### src/rtl/pal_pkg.sv
// pal_pkg: shared FSM state type, default PAL geometry and configuration-length helper.
//   N_DEF/M_DEF/P_DEF : default PAL inputs, outputs and product stages
//   state_t           : loader FSM states
//   pal_len()         : configuration length in bits, P*(2N+M)
package pal_pkg;
    localparam int N_DEF = 8;
    localparam int M_DEF = 8;
    localparam int P_DEF = 16;
    typedef enum logic [2:0] {S_IDLE, S_LOAD, S_SHIFT, S_APPLY, S_DONE} state_t;
    function automatic int pal_len(input int n, input int m, input int p);
        return p * (2 * n + m);
    endfunction
endpackage

### src/rtl/pal_crc8.sv
// pal_crc8: bit-serial CRC-8 (poly 0x07, init 0x00) accumulated over the shifted configuration bits.
//   clk, rst : clock and synchronous active-high reset
//   clr      : restart the CRC at 0x00
//   en       : fold din into the CRC this cycle
//   din      : serial input bit
//   crc      : current CRC value
module pal_crc8 (
    input  logic       clk,
    input  logic       rst,
    input  logic       clr,
    input  logic       en,
    input  logic       din,
    output logic [7:0] crc
);
    logic fb;
    assign fb = crc[7] ^ din;
    always_ff @(posedge clk) begin
        if (rst || clr) crc <= 8'h00;
        else if (en) crc <= {crc[6:0], 1'b0} ^ (fb ? 8'h07 : 8'h00);
    end
endmodule

### src/rtl/pal_cfg_loader.sv
// pal_cfg_loader: streams host configuration words LSB-first into a PAL shift chain, then pulses apply.
//   CLK, RES          : clock, synchronous active-high reset
//   START, ABORT      : begin a load / cancel a load in LOAD or SHIFT
//   DIN, DIN_VALID    : host word and its valid; DIN_READY high while waiting for a word
//   CFG_BIT/CFG_SHIFT : serial configuration bit and its shift strobe
//   CFG_APPLY         : one-cycle enable pulse once the whole configuration is loaded
//   BUSY, DONE, ERR   : load status
// Optional feature macro PAL_CFG_CRC_EN: an extra CRC-8 word follows the data; a mismatch ends in DONE with ERR.
module pal_cfg_loader
    import pal_pkg::*;
#(
    parameter int N = N_DEF,
    parameter int M = M_DEF,
    parameter int P = P_DEF,
    parameter int W = 8
) (
    input  logic         CLK,
    input  logic         RES,
    input  logic         START,
    input  logic         ABORT,
    input  logic [W-1:0] DIN,
    input  logic         DIN_VALID,
    output logic         DIN_READY,
    output logic         CFG_BIT,
    output logic         CFG_SHIFT,
    output logic         CFG_APPLY,
    output logic         BUSY,
    output logic         DONE,
    output logic         ERR
);
    localparam int L  = pal_len(N, M, P);
    localparam int CW = $clog2(L + 1);
    localparam int BW = $clog2(W + 1);

    state_t         state, nxt;
    logic [W-1:0]   sr;
    logic [CW-1:0]  cnt;
    logic [BW-1:0]  nb;
    logic           start_ok, take, last_bit, word_end, crc_ph, crc_ok;

    assign start_ok = (state == S_IDLE || state == S_DONE) && START;
    assign take     = state == S_LOAD && DIN_VALID && !ABORT;
    assign last_bit = cnt == CW'(L - 1);
    assign word_end = nb == BW'(W - 1);
    // the counter only reaches L while in LOAD when waiting for the CRC word
    assign crc_ph   = cnt == CW'(L);

`ifdef PAL_CFG_CRC_EN
    localparam bit CRC_EN = 1'b1;
    logic [7:0] crc;
    logic       err_q;
    pal_crc8 u_crc (
        .clk (CLK),
        .rst (RES),
        .clr (start_ok),
        .en  (CFG_SHIFT),
        .din (sr[0]),
        .crc (crc)
    );
    assign crc_ok = crc == 8'(DIN);
    always_ff @(posedge CLK) begin
        if (RES || start_ok) err_q <= 1'b0;
        else if (take && crc_ph && !crc_ok) err_q <= 1'b1;
    end
    assign ERR = err_q;
`else
    localparam bit CRC_EN = 1'b0;
    assign crc_ok = 1'b1;
    assign ERR    = 1'b0;
`endif

    always_ff @(posedge CLK) begin
        if (RES) begin
            state <= S_IDLE;
            sr    <= '0;
            cnt   <= '0;
            nb    <= '0;
        end else begin
            state <= nxt;
            if (start_ok) cnt <= '0;
            if (take) begin
                sr <= DIN;
                nb <= '0;
            end
            if (CFG_SHIFT) begin
                sr  <= sr >> 1;
                cnt <= cnt + 1'b1;
                nb  <= nb + 1'b1;
            end
        end
    end

    always_comb begin
        nxt = state;
        unique case (state)
            S_IDLE, S_DONE: nxt = START ? S_LOAD : state;
            S_LOAD: begin
                if (ABORT) nxt = S_IDLE;
                else if (DIN_VALID) nxt = crc_ph ? (crc_ok ? S_APPLY : S_DONE) : S_SHIFT;
            end
            S_SHIFT: begin
                if (ABORT) nxt = S_IDLE;
                else if (last_bit) nxt = CRC_EN ? S_LOAD : S_APPLY;
                else if (word_end) nxt = S_LOAD;
            end
            S_APPLY: nxt = S_DONE;
            default: nxt = S_IDLE;
        endcase
    end

    assign DIN_READY = state == S_LOAD;
    assign CFG_SHIFT = state == S_SHIFT;
    assign CFG_BIT   = CFG_SHIFT & sr[0];
    assign CFG_APPLY = state == S_APPLY;
    assign BUSY      = state == S_LOAD || state == S_SHIFT || state == S_APPLY;
    assign DONE      = state == S_DONE;
endmodule

### config.mk
export PLATFORM = sky130hd
export DESIGN_NAME = pal_cfg_loader
export DESIGN_NICKNAME = d
export VERILOG_FILES = /design/src/rtl/pal_pkg.sv /design/src/rtl/pal_crc8.sv /design/src/rtl/pal_cfg_loader.sv
export SDC_FILE = /design/constraint.sdc
export NUM_CORES = 1
export LEC_CHECK = 0
export ABC_AREA = 1
export BUFFER_PORTS_ARGS = -buffer_cell sky130_fd_sc_hd__buf_4
export CORE_ASPECT_RATIO = 0.6
export CORE_MARGIN = 2
export CORE_UTILIZATION = 47
export DETAILED_ROUTE_END_ITERATION = 16
export PLACE_DENSITY = 0.68
export SKIP_CTS_REPAIR_TIMING = 1
export SLEW_MARGIN = 25
export SYNTH_ARGS = -nofsm -noshare
export SYNTH_HDL_FRONTEND = slang
export SYNTH_SLANG_ARGS = --single-unit
### constraint.sdc
create_clock -name CLK -period 3.86 [get_ports CLK]
set_clock_uncertainty 0.15 [all_clocks]
set_input_delay 0.579 -clock CLK [delete_from_list [all_inputs] [get_ports CLK]]
set_output_delay 0.579 -clock CLK [all_outputs]
set_load 0.005 [all_outputs]
# --- Word-level counts from Yosys, hierarchy flattened ---
# Cells that the tools add are included.
word_totals:
  mem_bits_ro: 0
  mem_bits_rw: 0
  in_bits: 13
  register_bits: 24
  latch_bits: 0
  n_memories: 0
classes:
  multipliers: 0
  add_sub_neg: 2
  order_cmp: 0
  bitwise: 1
  n_mux: 14
  shift: 0
  n_eq_ne: 10
  n_div: 0
  reduce_logical: 13
ops:
  columns: ["op", "n"]
  rows:
  - ["$eq 9x9->1 const B", 2]
  - ["$mux 3", 6]
  - ["$mux 9", 2]
  - ["$mux 7", 2]
  - ["$pmux 3 s4", 1]
  - ["$add 9x1->9 const B", 1]
  - ["$mux 4", 2]
  - ["$eq 3x2->1 const B", 2]
  - ["$add 4x1->4 const B", 1]
  - ["$eq 4x3->1 const B", 1]
  - ["$ne 4x2->1 const B", 1]
  - ["$reduce_bool 2->1", 2]
  - ["$reduce_or 2->1", 2]
  - ["$eq 3x1->1 const B", 1]
  - ["$eq 3x3->1 const B", 1]
  - ["$logic_and 1x1->1", 3]
  - ["$logic_not 3->1", 1]
  - ["$logic_or 1x1->1", 3]
  - ["$ne 3x3->1 const B", 1]
  - ["$reduce_and 3->1", 1]
  - ["$ne 2x2->1 const B", 1]
  - ["$and 1x1->1", 1]
  - ["$logic_not 1->1", 1]
  - ["$mux 1", 1]

# --- Depth between registers and ports, before layout ---
logic_depth:
  depth_word: 5
  mapped_depth: 10

# --- Worst setup path before layout ---
# No wires, ideal clock.
synth_timing:
  path_kind: "register -> output"
  startpoint: "register state[2]"
  endpoint: "output CFG_BIT"
  path_slack_ns: 2.339
  t_arrival_ns: 0.792
  stages_incl_launch_ff: 5
  n_path_buf: 1
  path_cell_list: "dfxtp_1 -> inv_2 -> nand3_4 -> buf_6 -> nor2_1"
synth_via:
  elab_chain_cells: 2
synth_rtl:
  columns: ["item", "line", "rtl"]
  rows:
  - ["start: declaration", "pal_cfg_loader.sv:35", "state_t state, nxt;"]
  - ["start signal: assignment", "pal_cfg_loader.sv:79", "state <= nxt;"]
  - ["$eq 3x2->1", "pal_cfg_loader.sv:112", "assign CFG_SHIFT = state == S_SHIFT;"]
  - ["$and 1x1->1", "pal_cfg_loader.sv:113", "assign CFG_BIT = CFG_SHIFT & sr[0];"]
  - ["end: declaration", "pal_cfg_loader.sv:24", "output logic CFG_BIT,"]
# No other way between the ends.

# --- Worst setup path in the final report ---
layout_timing:
  startpoint: "register state[2]"
  endpoint: "output CFG_SHIFT"
layout_via:
  elab_chain_cells: 1
layout_rtl:
  columns: ["item", "line", "rtl"]
  rows:
  - ["$eq 3x2->1", "pal_cfg_loader.sv:112", null]
  - ["end: declaration", "pal_cfg_loader.sv:25", "output logic CFG_SHIFT,"]
# No other way between the ends.

==> flow_summary.ini <==
[die]
die_x_um = 72.5
die-area_mm2 = 0.00327
dieHeight_um = 45.1
rows = 14
start_util = 0.510
core_mm2 = 0.00259
ios = 20

[sta]
layout_min_cycle_time_ns = 2.06
hold_ws_ns = 0.319
clock.fmax_ghz = 0.486
rsz0062_at_grt = false
setup_tns_ns = 0
hold_violations = 0
post-route-period-util = 0.533
slew_violations = 0
finalSetupViolCount = 0

[layout]
final_common_cell = nand2_1
drive_gt1_frac = 0.167
layout_common_cells = 53 x nand2_1, 37 x nor2_1, 24 x dfxtp_1
nets = 233
diodes = 0
nFillCells = 257
area_delta_synth_final_pct = 13.4

[detailed_routing]
wl_met2_um = 1200
drcViolationCount = 0
drt-pass1-iter-count = 4
drtIter0Drc = 66
vias = 1264
wl_met1_um = 1530
wl_per_cell_um = 11.8
routed_wl_um = 2920
ant_nets = 0
via_per_inst = 5.12
route.met3.wl_um = 184
highest_layer = met4

[grt]
grt_max_degree = 19
grt_pass1_wl_um = 5040
grt_use_total = 0.202
grt_pass1_vias = 1155
antenna_found_initial = 0
overflow = 0

[run]
cap_violations = 0

[setup_path]
worst_setup_path_end_kind = output port
crit_fanout = 18
crit_type = reg2out
crit_path_start_kind = flop
crit_arrival_ns = 1.33
required_ns = 3.13

[clocking]
root_buffer = clkbuf_8
clkSlewWorstSetupHoldPaths_ns = 0.08
clkSinkCount = 24
cts.htree.levels = 1
numCtsBuffers = 3
clockBufferDepth = 2
clk_latency_ns = 0.26
cts_tree = yes

[power]
ir_drop_mv = 0.266
p_leak_nw = 0.658
p_per_area_mw_per_mm2 = 327
total_power_mw = 0.490

[synthesis]
synth-seq-cells = 24
avgSynthCellArea_um2 = 6.64
post_synth_num_cell_types = 29
syn_inst = 199
synth_warnings = 0
synth_area_mm2 = 0.00132
syn_nets = 215
yosysSeqAreaShare = 0.364

[place]
gp_congestion = 0.894
dp_hpwl_um = 2120
io_buffers = 18

[status]
status = completed

[hold_path]
hold_class = reg2reg
cells in the mapped netlist:
library cell,n,area [um2]
a211oi_1,2,15.0
a21boi_1,1,7.51
a21oi_1,15,75.1
a31o_2,1,8.76
and2_1,1,6.26
buf_2,1,5.00
buf_4,1,7.51
buf_6,2,22.5
clkbuf_1,1,3.75
conb_1,1,3.75
dfxtp_1,24,480
ha_1,3,37.5
inv_1,14,52.6
inv_2,4,15.0
inv_4,2,12.5
nand2_1,53,199
nand2_2,1,6.26
nand2_4,2,22.5
nand3_1,6,30.0
nand3_2,2,20.0
nand3_4,1,17.5
nand4_1,4,25.0
nor2_1,37,139
nor2_2,1,6.26
nor2_4,1,11.3
nor3_1,3,15.0
o21ai_0,13,65.1
o21ai_1,1,5.00
or2_1,1,6.26
state kept, by name, summed over array words and instances, names as in the netlist:
| name | count |
|---|---|
| cnt | 9 |
| nb | 4 |
| sr | 8 |
| state | 3 |
metrics by stage:
step,worst slack [ns],cells,util,cell area [um2]
finish,1.80,247,0.578,1500
global route,1.73,247,0.578,1500
CTS,1.81,247,0.578,1500
detailed placement,2.10,244,0.562,1460
global placement,2.14,244,0.562,1460
floorplan,2.34,199,-,1320
cell type report:
| type | count | area (um2) | area share |
|---|---|---|---|
| sequential | 24 | 480 | 0.321 |
| tap | 32 | 40.0 | 0.0267 |
| clock buffer | 3 | 41.3 | 0.0275 |
| inverter | 20 | 80.1 | 0.0534 |
| multi-input combinational | 150 | 722 | 0.482 |
| timing repair buffer | 18 | 135 | 0.0902 |
critical path, stage by stage, from the launching register on:
cell and delay [ns]:
dfxtp_1 0.35, inv_2 0.10, nand3_4 0.22, inv_4 0.25, buf_4 0.15
power by group:
part | switching [mW] | total, mW | leakage [nW] | internal (mW)
Clock | 0.0754 | 0.145 | 0.0216 | 0.0697
Combinational | 0.0481 | 0.0795 | 0.442 | 0.0314
Sequential | 0.00769 | 0.265 | 0.194 | 0.258
Total | 0.131 | 0.490 | 0.658 | 0.359
layer usage:
layer / global-route usage / up-vias
met3: 0.0536 / 2
li1: - / 667
met4: 0.0222 / 0
met2: 0.338 / 44
met1: 0.276 / 551
met5: 0 / -
worst paths after layout:
| check | startpoint | to | slack [ns] | depth (start not counted) |
|---|---|---|---|---|
| setup / recovery | state[2]$_SDFFE_PP0P_ | CFG_SHIFT | 1.80 | 4 |
| hold reg to reg | sr[7]$_SDFFE_PP0P_ | sr[7]$_SDFFE_PP0P_ | 0.32 | 2 |
| setup reg to reg | cnt[0]$_SDFFE_PP0P_ | state[1]$_SDFFE_PP0P_ | 2.28 | 7 |
| hold / removal | sr[7]$_SDFFE_PP0P_ | sr[7]$_SDFFE_PP0P_ | 0.32 | 2 |
logic make-up after synthesis:
kind of cell,Yosys count,share of synthesized area
compound gates,33,0.134
fa+ha+maj,3,0.0284
buf+inv,25,0.0900
simple gates,113,0.382
flops,24,0.364
other cells,1,0.00284
(Power assumes the default switching activity.)
